--- src/rtl/fast_frame_ctrl_pkg.sv ---
// Shared definitions for the FAST frame sequencer: FSM state encoding,
// default frame geometry and a counter-width helper.
package fast_frame_ctrl_pkg;

    typedef enum logic [2:0] {
        ST_IDLE  = 3'd0,
        ST_ARM   = 3'd1,
        ST_RUN   = 3'd2,
        ST_FLUSH = 3'd3,
        ST_DONE  = 3'd4
    } state_t;

    // Geometry shared with the window generator and NMS stages.
    localparam int DEF_COL_NUM     = 640;
    localparam int DEF_ROW_NUM     = 480;
    localparam int DEF_PIXEL_WIDTH = 8;

    // Bits needed to hold values 0..range-1, never less than one bit.
    function automatic int cnt_width(input int range);
        return (range > 1) ? $clog2(range) : 1;
    endfunction

endpackage

--- src/rtl/fast_frame_ctrl_cnt.sv ---
// Column/row position counter for the pixel stream. It holds the position of
// the next beat expected; 'first' accounts for pixel (0,0) from any position.
module fast_frame_ctrl_cnt
    import fast_frame_ctrl_pkg::*;
#(
    parameter int COL_NUM = DEF_COL_NUM,
    parameter int ROW_NUM = DEF_ROW_NUM
) (
    input  logic clk,
    input  logic rst,
    input  logic clr,
    input  logic first,
    input  logic en,
    output logic col_last,
    output logic frame_last
);

    localparam int CW = cnt_width(COL_NUM);
    localparam int RW = cnt_width(ROW_NUM);

    logic [CW-1:0] col;
    logic [RW-1:0] row;
    logic [CW-1:0] col_base;
    logic [RW-1:0] row_base;

    // A start-of-frame beat counts as if the counter had been at (0,0).
    always_comb begin
        col_base = first ? '0 : col;
        row_base = first ? '0 : row;
    end

    always_ff @(posedge clk) begin
        if (rst || clr) begin
            col <= '0;
            row <= '0;
        end else if (first || en) begin
            if (col_base == CW'(COL_NUM - 1)) begin
                col <= '0;
                row <= (row_base == RW'(ROW_NUM - 1)) ? '0 : row_base + RW'(1);
            end else begin
                col <= col_base + CW'(1);
            end
        end
    end

    assign col_last   = (col == CW'(COL_NUM - 1));
    assign frame_last = col_last && (row == RW'(ROW_NUM - 1));

endmodule

--- src/rtl/fast_frame_ctrl.sv ---
// Frame sequencer in front of the FAST 7x7 window generator: locks onto SOF,
// checks framing, honours backpressure and flushes the pipeline with zeros.
module fast_frame_ctrl
    import fast_frame_ctrl_pkg::*;
#(
    parameter int COL_NUM      = DEF_COL_NUM,
    parameter int ROW_NUM      = DEF_ROW_NUM,
    parameter int PIXEL_WIDTH  = DEF_PIXEL_WIDTH,
    parameter int FLUSH_CYCLES = 3 * COL_NUM + 16
) (
    input  logic                   clk,
    input  logic                   rst,
    input  logic                   start,
    input  logic                   abort,
    input  logic                   cont,
    input  logic [PIXEL_WIDTH-1:0] s_data,
    input  logic                   s_valid,
    input  logic                   s_sof,
    input  logic                   s_eol,
    output logic                   s_ready,
    input  logic                   ds_ready,
    output logic                   ce,
    output logic [PIXEL_WIDTH-1:0] pix_out,
    output logic                   pipe_rst,
    output logic                   busy,
    output logic                   frame_done,
    output logic                   err_len,
    output logic                   err_sof,
    output logic [2:0]             state_dbg
);

    localparam int FW       = cnt_width(FLUSH_CYCLES);
    localparam bit ONE_PIX  = (COL_NUM * ROW_NUM == 1);

    state_t        state;
    logic [FW-1:0] flush_cnt;
    logic          cnt_first;
    logic          cnt_en;
    logic          cnt_clr;
    logic          col_last;
    logic          frame_last;

    // Handshake: a DMA beat transfers on a cycle where s_valid && s_ready.
    // s_ready never depends on s_valid; ce marks a cycle in which the window
    // generator advances, which requires ds_ready and, in ARM/RUN, a beat.
    always_comb begin
        s_ready = 1'b0;
        ce      = 1'b0;
        pix_out = '0;
        case (state)
            ST_ARM: begin
                s_ready = ds_ready;
                ce      = s_valid && s_sof && ds_ready;
            end
            ST_RUN: begin
                s_ready = ds_ready;
                ce      = s_valid && ds_ready;
            end
            ST_FLUSH: ce = ds_ready;
            default: ;
        endcase
        if ((state == ST_ARM || state == ST_RUN) && ce)
            pix_out = s_data;
    end

    assign cnt_first = (state == ST_ARM) && ce;
    assign cnt_en    = (state == ST_RUN) && ce;
    assign cnt_clr   = abort || (state == ST_IDLE);
    assign state_dbg = state;

    fast_frame_ctrl_cnt #(
        .COL_NUM (COL_NUM),
        .ROW_NUM (ROW_NUM)
    ) u_cnt (
        .clk        (clk),
        .rst        (rst),
        .clr        (cnt_clr),
        .first      (cnt_first),
        .en         (cnt_en),
        .col_last   (col_last),
        .frame_last (frame_last)
    );

    always_ff @(posedge clk) begin
        if (rst) begin
            state      <= ST_IDLE;
            flush_cnt  <= '0;
            pipe_rst   <= 1'b0;
            busy       <= 1'b0;
            frame_done <= 1'b0;
            err_len    <= 1'b0;
            err_sof    <= 1'b0;
        end else begin
            pipe_rst   <= 1'b0;
            frame_done <= 1'b0;
            if (abort) begin
                // Error flags survive an abort so software can inspect them.
                state     <= ST_IDLE;
                busy      <= 1'b0;
                flush_cnt <= '0;
                pipe_rst  <= 1'b1;
            end else begin
                case (state)
                    ST_IDLE: begin
                        if (start) begin
                            state    <= ST_ARM;
                            busy     <= 1'b1;
                            pipe_rst <= 1'b1;
                            err_len  <= 1'b0;
                            err_sof  <= 1'b0;
                        end
                    end
                    ST_ARM: begin
                        if (ce) begin
                            if (ONE_PIX) begin
                                state     <= ST_FLUSH;
                                flush_cnt <= FW'(FLUSH_CYCLES - 1);
                            end else begin
                                state <= ST_RUN;
                            end
                        end
                    end
                    ST_RUN: begin
                        if (ce) begin
                            // Counters define framing; markers are only checked.
                            if (s_eol != col_last)
                                err_len <= 1'b1;
                            if (s_sof)
                                err_sof <= 1'b1;
                            if (frame_last) begin
                                state     <= ST_FLUSH;
                                flush_cnt <= FW'(FLUSH_CYCLES - 1);
                            end
                        end
                    end
                    ST_FLUSH: begin
                        if (ce) begin
                            if (flush_cnt == '0) begin
                                state      <= ST_DONE;
                                frame_done <= 1'b1;
                            end else begin
                                flush_cnt <= flush_cnt - FW'(1);
                            end
                        end
                    end
                    ST_DONE: begin
                        if (cont) begin
                            state <= ST_ARM;
                        end else begin
                            state <= ST_IDLE;
                            busy  <= 1'b0;
                        end
                    end
                    default: begin
                        state <= ST_IDLE;
                        busy  <= 1'b0;
                    end
                endcase
            end
        end
    end

endmodule

--- config.mk ---
export PLATFORM = sky130hd
export DESIGN_NAME = fast_frame_ctrl
export DESIGN_NICKNAME = d
export VERILOG_FILES = /design/src/rtl/fast_frame_ctrl_pkg.sv /design/src/rtl/fast_frame_ctrl_cnt.sv /design/src/rtl/fast_frame_ctrl.sv
export SDC_FILE = /design/constraint.sdc
export NUM_CORES = 1
export LEC_CHECK = 0
export ABC_AREA = 1
export CELL_PAD_IN_SITES_DETAIL_PLACEMENT = 0
export CELL_PAD_IN_SITES_GLOBAL_PLACEMENT = 1
export CORE_MARGIN = 3
export CORE_UTILIZATION = 34
export DETAILED_ROUTE_END_ITERATION = 8
export PLACE_DENSITY = 0.77
export SYNTH_ARGS = -nofsm -noshare
export SYNTH_HDL_FRONTEND = slang
export SYNTH_SLANG_ARGS = --single-unit
--- constraint.sdc ---
create_clock -name clk -period 2.2 [get_ports clk]
set_clock_uncertainty 0.05 [all_clocks]
set_input_delay 0.22 -clock clk [delete_from_list [all_inputs] [get_ports clk]]
set_output_delay 0.22 -clock clk [all_outputs]
set_load 0.01 [all_outputs]
Yosys cells after proc, flatten, opt, wreduce, memory -nomap -nowiden
Index checks and enable logic that the tools add are counted.
{"block": "classes", "bitwise": 4, "n_div": 0, "muxes": 34, "multipliers": 0, "n_lt_le_gt_ge": 0, "n_eq_ne": 19, "shifts": 0, "add_sub_neg": 3, "n_reduce_logical": 25}
{"operator": "$mux 11", "n": 4}
{"operator": "$pmux 11 s2", "n": 1}
{"operator": "$eq 10x10->1 const B", "n": 2}
{"operator": "$mux 10", "n": 2}
{"operator": "$eq 9x9->1 const B", "n": 2}
{"operator": "$mux 3", "n": 6}
{"operator": "$mux 9", "n": 2}
{"operator": "$ne 2x2->1 const B", "n": 9}
{"operator": "$pmux 3 s5", "n": 1}
{"operator": "$reduce_and 5->1", "n": 3}
{"operator": "$mux 1", "n": 13}
{"operator": "$logic_not 11->1", "n": 1}
{"operator": "$sub 11x1->11 const B", "n": 1}
{"operator": "$add 10x1->10 const B", "n": 1}
{"operator": "$add 9x1->9 const B", "n": 1}
{"operator": "$mux 8", "n": 1}
{"operator": "$logic_and 1x1->1", "n": 7}
{"operator": "$eq 3x2->1 const B", "n": 2}
{"operator": "$pmux 1 s3", "n": 2}
{"operator": "$reduce_and 6->1", "n": 1}
{"operator": "$logic_or 1x1->1", "n": 4}
{"operator": "$not 1->1", "n": 4}
{"operator": "$pmux 1 s2", "n": 2}
{"operator": "$reduce_bool 2->1", "n": 2}
{"operator": "10 further kinds", "n": 11}
{"block": "totals", "regBits": 38, "n_memories": 0, "in_bits": 17, "latch_bits": 0, "rom_bits": 0, "mem_bits_rw": 0, "elab_cells": 94}

Logic depth before layout (Yosys ltp)
Gate-level depths: netlist (run 1).
{"block": "logic_depth", "ltp_word": 7, "mapped_depth": 18, "ltp_nobuf": 16}

Hierarchy
Synthesis (run 1) repeated with hierarchy kept, for this count alone.
{"block": "unflattened", "hier_cells": 431, "area_unflattened_um2": 2691.3}
{"module": "fast_frame_ctrl", "cells_each": 222, "n_inst": 1, "area_per_inst_um2": 1363.8, "seq_area_each_um2": 380.4}
{"module": "fast_frame_ctrl_cnt", "cells_each": 209, "n_inst": 1, "area_per_inst_um2": 1327.5, "seq_area_each_um2": 380.4}

Worst setup path before layout (run 1)
No wires, ideal clock.
{"block": "synth_path", "kind": "reg-to-reg", "start": "reg state[2] (netlist: state_dbg[2])", "end": "reg u_cnt.row[7]", "setup_slack_ps": -101, "setup_time_ps": 132, "arrival_ps": 2118, "stages_incl_launch_ff": 18, "path_cell_list": "dfxtp_1 > nor2_4 > nand2_4 > nand2_1 > nand2_2 > nand3_2 > buf_6 > buf_6 > nand2_1 > inv_1 > ha_1 > inv_1 > nor2_1 > nand2_1 > nor2_1 > nor2_4 > nand2_1 > a21oi_1"}
{"block": "synth_between", "elab_chain_len": 6, "word_cells_on_any_way": 17, "classes_between": "1 x add/sub; 5 x eq/ne; 4 x mux; 7 x reduce/logical"}
{"item": "start, declared", "line_no": "fast_frame_ctrl.sv:35", "source": "state_t state;"}
{"item": "start signal, assigned", "line_no": "fast_frame_ctrl.sv:86", "source": "state <= ST_IDLE;"}
{"item": "start signal, assigned", "line_no": "fast_frame_ctrl.sv:98", "source": "state <= ST_IDLE;"}
{"item": "start signal, assigned", "line_no": "fast_frame_ctrl.sv:106", "source": "state <= ST_ARM;"}
{"item": "$eq 3x2->1 (tied with other cells)", "line_no": "fast_frame_ctrl.sv:50", "source": "case (state)"}
{"item": "$pmux 1 s3", "line_no": "fast_frame_ctrl.sv:50"}
{"item": "$logic_and 1x1->1", "line_no": "fast_frame_ctrl.sv:66", "source": "assign cnt_first = (state == ST_ARM) && ce;"}
{"item": "$mux 9 or $mux 10 (tied branches)", "line_no": "fast_frame_ctrl_cnt.sv:29, fast_frame_ctrl_cnt.sv:28"}
{"item": "$add 9x1->9 (tied with other cells)", "line_no": "fast_frame_ctrl_cnt.sv:39", "source": "row <= (row_base == RW'(ROW_NUM - 1)) ? '0 : row_base + RW'(1);"}
{"item": "$mux 9 or $reduce_and 2->1 (tied branches)"}
{"item": "end signal, assigned", "line_no": "fast_frame_ctrl_cnt.sv:39"}
{"item": "end, declared", "line_no": "fast_frame_ctrl_cnt.sv:22", "source": "logic [RW-1:0] row;"}
Several ways; a longest one is shown, not always the timed one.
A chain may end at the register's enable or synchronous reset.

Final worst setup path (run 1)
{"block": "layout_path", "start": "reg state[2] (netlist: state_dbg[2])", "end": "reg u_cnt.row[6]"}
The elaborated chain is that of the path after synthesis.

==> report_table.html, run 1 <==
<table>
<tr><th>Metric</th><th>Value</th></tr>
<tr><th colspan="2">Yosys</th></tr>
<tr><td>Synth warn</td><td>0</td></tr>
<tr><td>Average size of a mapped cell</td><td>6.47 µm²</td></tr>
<tr><td>Mapped Nets</td><td>394</td></tr>
<tr><td>Post-synthesis cell type count</td><td>35</td></tr>
<tr><td>Post-synthesis sequential area ratio</td><td>31.5%</td></tr>
<tr><td>Number of storage elements in the synthesis netlist</td><td>38</td></tr>
<tr><td>Synthesized instance count</td><td>374</td></tr>
<tr><td>Cell area after synthesis</td><td>2420 µm²</td></tr>
<tr><th colspan="2">STA</th></tr>
<tr><td>Aggregate negative setup slack</td><td>0 ns</td></tr>
<tr><td>Minimum clock period</td><td>2.14 ns</td></tr>
<tr><td>Post-route worst setup slack</td><td>0.0635 ns</td></tr>
<tr><td>Max Slew Vio Count</td><td>0</td></tr>
<tr><td>Setup Viol. Count Final</td><td>0</td></tr>
<tr><td>Final worst path period share</td><td>97.1%</td></tr>
<tr><td>Remaining max-slew budget at the tightest pin</td><td>76.5%</td></tr>
<tr><td>Worst Tran Pin Value</td><td>0.351 ns</td></tr>
<tr><td>Setup repair after global routing missed its margin</td><td>true</td></tr>
<tr><td>Maximum operating frequency</td><td>468 MHz</td></tr>
<tr><td>Number of hold-slack violations in the final timing report</td><td>0</td></tr>
<tr><th colspan="2">Floorplan</th></tr>
<tr><td>Floorplan die width</td><td>90.3 µm</td></tr>
<tr><td>Die area</td><td>8160 µm²</td></tr>
<tr><td>Die H</td><td>90.3 µm</td></tr>
<tr><td>Starting Density</td><td>35.4%</td></tr>
<tr><td>Number of top-level design ports</td><td>35</td></tr>
<tr><td>Core ar.</td><td>6830 µm²</td></tr>
<tr><td>Cell row count</td><td>30</td></tr>
<tr><th colspan="2">Pwr</th></tr>
<tr><td>Power density cells</td><td>408 nW/µm²</td></tr>
<tr><td>Leakage</td><td>1.42 nW</td></tr>
<tr><td>Logic gate share of total power</td><td>11.7%</td></tr>
<tr><td>Sequential power share</td><td>50.8%</td></tr>
<tr><td>Switching part of the total</td><td>25.2%</td></tr>
<tr><td>Pint</td><td>0.00103 W</td></tr>
<tr><td>Clk pwr share</td><td>37.5%</td></tr>
<tr><td>Power spent charging and discharging nets</td><td>0.000346 W</td></tr>
<tr><td>Power Total</td><td>0.00138 W</td></tr>
<tr><td>IR Drop Worst-Case VDD</td><td>268 µV</td></tr>
<tr><th colspan="2">Worst setup path</th></tr>
<tr><td>Reg2reg setup slack</td><td>0.06 ns</td></tr>
<tr><td>Critical path data arrival time</td><td>2.27 ns</td></tr>
<tr><td>Cell-by-cell listing of the critical path</td><td>nor2_4, nand2_4, nand2_2, nand2_2, nand3_4, inv_2, nor2_4, ha_4, nand3_4, nor2_4, nand4_4, buf_6, buf_4, nand2_1, a21oi_1</td></tr>
<tr><td>Required time of the critical path</td><td>2.34 ns</td></tr>
<tr><td>Sum of buffers and inverters on the critical path</td><td>3</td></tr>
<tr><td>Critical Path Fanout Max</td><td>6</td></tr>
<tr><td>Capturing element type of the critical path</td><td>register</td></tr>
<tr><td>Kind of launch point of the worst setup path</td><td>register</td></tr>
<tr><td>Critical Setup Path Class</td><td>reg -&gt; reg</td></tr>
<tr><td>Critical Path Slowest Stage Cell</td><td>dfxtp_4</td></tr>
<tr><td>Cell mode on critical path</td><td>nor2_4</td></tr>
<tr><td>Critical path's largest stage delay</td><td>0.37 ns</td></tr>
<tr><td>Critical path's top delay family</td><td>simple AND/OR/NAND/NOR gates</td></tr>
<tr><th colspan="2">Placement</th></tr>
<tr><td>Total placed cells including tap cells</td><td>532</td></tr>
<tr><td>Hpwl dp</td><td>4680 µm</td></tr>
<tr><td>Number of I/O port buffers</td><td>34</td></tr>
<tr><td>Worst slack at placement</td><td>-0.239 ns</td></tr>
<tr><td>RD Place Congestion</td><td>0.825</td></tr>
<tr><th colspan="2">Clock tree</th></tr>
<tr><td>CTS sink cnt</td><td>38</td></tr>
<tr><td>CTS Root Buffer Type</td><td>clkbuf_8</td></tr>
<tr><td>Post-cts hold buffer count</td><td>0</td></tr>
<tr><td>CTS tree</td><td>done</td></tr>
<tr><td>Number of buffers created by CTS</td><td>5</td></tr>
<tr><td>Max H-tree Level</td><td>2</td></tr>
<tr><td>Clock transition at the registers of the reported paths</td><td>0.08 ns</td></tr>
<tr><td>Clk Latency, worst-skew pair</td><td>0.30 ns</td></tr>
<tr><td>Buffer depth of the longest clock path</td><td>2</td></tr>
<tr><th colspan="2">Drt</th></tr>
<tr><td>Final WL</td><td>6360 µm</td></tr>
<tr><td>Violation count after the first detailed-routing iteration</td><td>126</td></tr>
<tr><td>Routed vias</td><td>2,545</td></tr>
<tr><td>Wire length per cell after detailed routing</td><td>11.6 µm</td></tr>
<tr><td>Post-detailed-route DRC marker count</td><td>0</td></tr>
<tr><td>Number of nets with antenna violations after detailed routing</td><td>0</td></tr>
<tr><td>TritonRoute pass-1 iters</td><td>4</td></tr>
<tr><td>Detailed-route vias per instance</td><td>4.64</td></tr>
<tr><th colspan="2">Global routing</th></tr>
<tr><td>Residual overflow from global routing</td><td>0</td></tr>
<tr><td>Number of antenna violations at the first check in global routing</td><td>0</td></tr>
<tr><td>Global-route wire length before repair</td><td>10,700 µm</td></tr>
<tr><td>Via count of the first global-routing pass</td><td>2,266</td></tr>
<tr><td>Global-route usage over all layers</td><td>15.8%</td></tr>
<tr><td>Largest net degree at the start of global routing</td><td>18</td></tr>
<tr><th colspan="2">Cells and area</th></tr>
<tr><td>Area added between synthesis and finish</td><td>39.4%</td></tr>
<tr><td>Number of diodes</td><td>0</td></tr>
<tr><td>Fill cell count</td><td>722</td></tr>
<tr><td>Fraction of final layout cells with drive strength greater than 1</td><td>22.3%</td></tr>
<tr><td>Final Core Density</td><td>49.4%</td></tr>
<tr><td>Final #Nets</td><td>471</td></tr>
<tr><td>Fin cells</td><td>548</td></tr>
<tr><th colspan="2">Outcome</th></tr>
<tr><td>Result of the run</td><td>complete, no violations</td></tr>
<tr><th colspan="2">Run</th></tr>
<tr><td>Number of maximum-capacitance violations</td><td>0</td></tr>
<tr><th colspan="2">Min path</th></tr>
<tr><td>Path class of the lowest-slack min-delay path</td><td>reg -&gt; reg</td></tr>
</table>
kinds of logic (layout without fill, tap and decap cells):
group	Yosys count	in the layout	share of synthesized area [%]
adders and majority gates	3	3	1.55
xor gates and xnor gates	13	13	4.71
DFF	38	38	31.5
buffers and inverters	63	141	11.3
and+or+nand+nor	203	203	38.7
AOI/OAI and AO/OA	54	54	12.2
path summary, 6_finish.rpt:
path / cells after the start / from / endpoint
max: 15 / state_dbg[2] / u_cnt.row[6]
max reg2reg: 15 / state_dbg[2] / u_cnt.row[6]
min: 2 / err_len / err_len
min reg2reg: 2 / err_len / err_len
layer usage:
metal / vias to the layer above / track usage (%) / routed length (µm)
met4: 0 / 4.21 / 68
met3: 5 / 3.83 / 312
met5: - / 0 / 0
li1: 1358 / - / -
met1: 1133 / 22.7 / 3200
met2: 49 / 23.7 / 2790
worst register-to-register path, stage by stage, from the launching register on:
cell,delay (ns)
dfxtp_4,0.37
nor2_4,0.16
nand2_4,0.09
nand2_2,0.07
nand2_2,0.06
nand3_4,0.09
inv_2,0.07
nor2_4,0.10
ha_4,0.15
nand3_4,0.09
nor2_4,0.15
nand4_4,0.19
buf_6,0.18
buf_4,0.12
nand2_1,0.05
a21oi_1,0.06
repair_timing:
item / in CTS / in global routing
resized for setup: 10 / 30
endpoints found under the setup margin: 17 / 31
pin swaps: 1 / 16
buffers inserted: 0 / 8
layout by cell type (no fill, tap or decap), types with 2 or more instances in the layout:
cell,count
nor4_1,3
o21bai_1,2
nand3_4,3
nand2_2,4
nor2_4,4
clkdlybuf4s50_1,25
dlygate4sd2_1,9
o22ai_1,2
a21oi_2,5
nor3_2,3
a21oi_1,32
inv_2,7
buf_4,43
clkbuf_8,6
buf_6,2
nand3_1,27
o21ai_1,4
inv_1,43
nand4_1,6
dfxtp_1,35
nor2_2,7
xor2_1,9
nor2_1,37
dfxtp_2,2
clkinv_1,2
xnor2_1,4
nand3b_1,6
nand2_1,94
inv_4,2
o21ai_0,6
nand3_2,3
power by group through the flow:
stage	clock network (W)	logic, W	registers (W)
after floorplan	0	0.0000712	0.000720
final	0.000515	0.000161	0.000699
after CTS	0.000538	0.000153	0.000700
after detailed placement	0	0.000153	0.000717
after global placement	0	0.000153	0.000716
after global routing	0.000558	0.000179	0.000700
Yosys cell counts, drive strengths merged:
cell / number / area, µm²
o22ai: 2 / 12.5
or2: 1 / 6.26
nand3b: 6 / 45.0
ha: 3 / 37.5
buf: 6 / 57.6
a21oi: 38 / 201
nand4: 7 / 50.1
nor4: 4 / 25.0
xnor2: 4 / 35.0
nand2: 100 / 395
xor2: 9 / 78.8
nor2: 48 / 205
o21ai: 10 / 50.1
nand3: 33 / 180
clkbuf: 3 / 11.3
inv: 52 / 198
nor3: 4 / 30.0
o21bai: 2 / 15.0
dfxtp: 38 / 761
clkinv: 2 / 7.51
a221oi: 1 / 8.76
o211ai: 1 / 7.51
sequential cells by signal, summed over array words and instances (netlist names):
signal and flops:
err_sof 1, frame_done 1, state_dbg 3, flush_cnt 11
pipe_rst 1, busy 1, err_len 1, u_cnt.col 10
u_cnt.row 9
per-stage QoR:
step	hold slack, ns	instance area, µm²
final	0.401	3370
after global routing	0.416	3370
after CTS	0.404	3190
after detailed placement	0.393	3100
after global placement	0.394	3100
after floorplan	0.239	2430
layout make-up:
cell class                 count  area, µm²  area share, %
multi-input combinational    273       1510           44.8
tap                           96        120           3.56
inverter                      54        208           6.16
timing repair buffer          79        674           20.0
clock buffer                   7       86.3           2.56
clock inverter                 1       5.00          0.148
sequential                    38        767           22.7
No activity file was read; power rests on OpenSTA's default activity.
==> run 2: changes to the inputs <==
--- a/config.mk
+++ b/config.mk
@@ -6,6 +6,7 @@
 export NUM_CORES = 1
 export LEC_CHECK = 0
 export ABC_AREA = 1
+export ABC_CLOCK_PERIOD_IN_PS = 2200
 export CELL_PAD_IN_SITES_DETAIL_PLACEMENT = 0
 export CELL_PAD_IN_SITES_GLOBAL_PLACEMENT = 1
 export CORE_MARGIN = 3
==> results of run 2 <==
Same layout as run 1: the final DEF is identical, and so are final timing and power.
==> run 3: changes to the inputs <==
--- a/config.mk
+++ b/config.mk
@@ -12,6 +12,7 @@
 export CORE_MARGIN = 3
 export CORE_UTILIZATION = 34
 export DETAILED_ROUTE_END_ITERATION = 8
+export GPL_ROUTABILITY_DRIVEN = 0
 export PLACE_DENSITY = 0.77
 export SYNTH_ARGS = -nofsm -noshare
 export SYNTH_HDL_FRONTEND = slang
==> results of run 3 <==
Same layout as run 1: the final DEF is identical, and so are final timing and power.
==> patch (config.mk and constraints of run 2) <==
`DEF_COL_NUM`: 640 -> 320.
--- a/src/rtl/fast_frame_ctrl_pkg.sv
+++ b/src/rtl/fast_frame_ctrl_pkg.sv
@@ -12,5 +12,5 @@
 
     // Geometry shared with the window generator and NMS stages.
-    localparam int DEF_COL_NUM     = 640;
+    localparam int DEF_COL_NUM     = 320;
     localparam int DEF_ROW_NUM     = 480;
     localparam int DEF_PIXEL_WIDTH = 8;
Check against the original RTL: no difference found for any inputs over 10 cycles, from zero or initial values and one cycle with rst high; that may be too few to reach the edited logic, so the function may still have changed.
==> patch against run 2 <==
Synthesized area is 1.3% lower; power is 15% higher; wire length is 0.88% higher; critical endpoint is now u_cnt.col[8]$_SDFFE_PP0P_; largest power group unchanged; worst setup slack hardly changed; design area is 0.63% higher; maximum frequency hardly changed; sequential cell count is 2 lower; combinational power is 88% higher.
==> patch: results (changes against run 2) <==
Cells and area
  – NonClk Buf Share: 0.2161 (was 0.2000)
  – Fraction of area in multi-input gates: 0.4281 (was 0.4482)
  – NumNets Final: 488 (was 471)
  – Clock buf/inv share: 0.03282 (was 0.02709)
  – Comb_multi_in: 276 (was 273)
  – Clkbuf count: 5 (was 7)
  – Nonclk buf count: 84 (was 79)
  – Fillers: 669 (was 722)
  – Inverters: 65 (was 54)
  – Share of cells above drive strength 1: 0.2239 (was 0.2235)
  – Sequential cells: 36 (was 38)
  – Top Registers: flush_cnt (10), u_cnt.col (9), u_cnt.row (9) (was flush_cnt (11), u_cnt.col (10), u_cnt.row (9))
  – Sequential share of cell area: 0.2157 (was 0.2275)

Synth
  – Syn Inst Count: 386 (was 374)
  – Yosys cell types: 34 (was 35)
  – Adder-cell share of the synthesized area: 0.01573 (was 0.01552)
  – Syn nets: 406 (was 394)
  – Synth cell count leaders: 105 x nand2_1, 59 x inv_1, 51 x nor2_1, 36 x dfxtp_1, 29 x a21oi_1 (was 96 x nand2_1, 45 x inv_1, 42 x nor2_1, 38 x dfxtp_1, 37 x a21oi_1)

Detailed routing
  – Length of routed wiring on met1: 3156 um (was 3195 um)
  – Routed len/inst: 11.42 um (was 11.61 um)
  – DRT iter0 DRCs: 80 (was 126)
  – Met2 routed WL: 2944 um (was 2788 um)
  – Metal3 WL: 233 um (was 312 um)

Global route
  – Global-route wire length before repair: 11040 um (was 10720 um)
  – GRT met3 Usage: 0.03923 (was 0.03833)
  – Met2 Usage GRT: 0.2794 (was 0.2371)
  – Met1 Use GR: 0.1990 (was 0.2266)

Power
  – Leak: 1.558 nW (was 1.415 nW)
  – PD cells: 466.1 nW/um^2 (was 407.8 nW/um^2)
  – Clock share of power: 0.379 (was 0.375)
  – Seq group: 681 uW (was 699 uW)
  – Max VDD drop: 284.3 uV (was 268.0 uV)
  – P_sw: 433.5 uW (was 346.3 uW)

Worst setup path
  – Path depth of the worst reg2reg path: 17 (was 15)
  – WP buf/inv: 5 (was 3)
  – Worst setup path start: state_dbg[0]$_SDFFE_PP0P_ (was state_dbg[2]$_SDFFE_PP0P_)
  – Critical Path Max Stage Delay: 0.35 ns (was 0.37 ns)
  – Reg-to-reg slack, setup: 0.06 ns (about the same)

STA
  – Max_slew headroom: 0.7698 (was 0.7652)
  – Max Freq: 468.0 MHz (was 468.1 MHz)

Place
  – DP Wirelength: 4844 um (was 4681 um)
  – GP Congestion: 0.8287 (was 0.8254)
  – Placed cell count: 545 (was 532)
  – DP Area: 3142 um^2 (was 3102 um^2)
  – Pre-CTS worst setup slack: -0.2097 ns (was -0.2394 ns)

Worst hold path
  – Min-Delay Endpoint: err_sof$_SDFFE_PP0P_ (was err_len$_SDFFE_PP0P_)
  – HP Start: err_sof$_SDFFE_PP0P_ (was err_len$_SDFFE_PP0P_)

Die
  – Tap Cells: 93 (was 96)

Outcome
  – Status: finished, final reports clean (unchanged)
## patch: cell count changes after synthesis, moves of 3 or more
cell / delta
nand4_1: +4
nor2_2: -3
nor2_1: +9
xnor2_1: -4
nand2_1: +9
inv_1: +14
nand3b_1: -4
a21oi_1: -8
a21oi_2: +4
## patch: metrics by stage
step / hold WS, ns / TNS [ns]
finish: 0.4042 / 0
global route: 0.4182 / -0.3786
CTS: 0.4037 / 0
detailed placement: 0.3912 / -1.545
global placement: 0.3894 / -0.6948
floorplan: 0.2391 / 0
## patch: cells by family after synthesis
family | count (synthesis)
xor gates and xnor gates | 7
and+or+nand+nor | 220
buffers and inverters | 74
DFF | 36
AOI/OAI and AO/OA | 46
adders and majority gates | 3
## patch: what timing repair did
action                     in CTS  in global routing
setup buffers                   6                  3
setup endpoints to repair      17                 14
resized for setup              16                 17
pin swaps                       5                  9
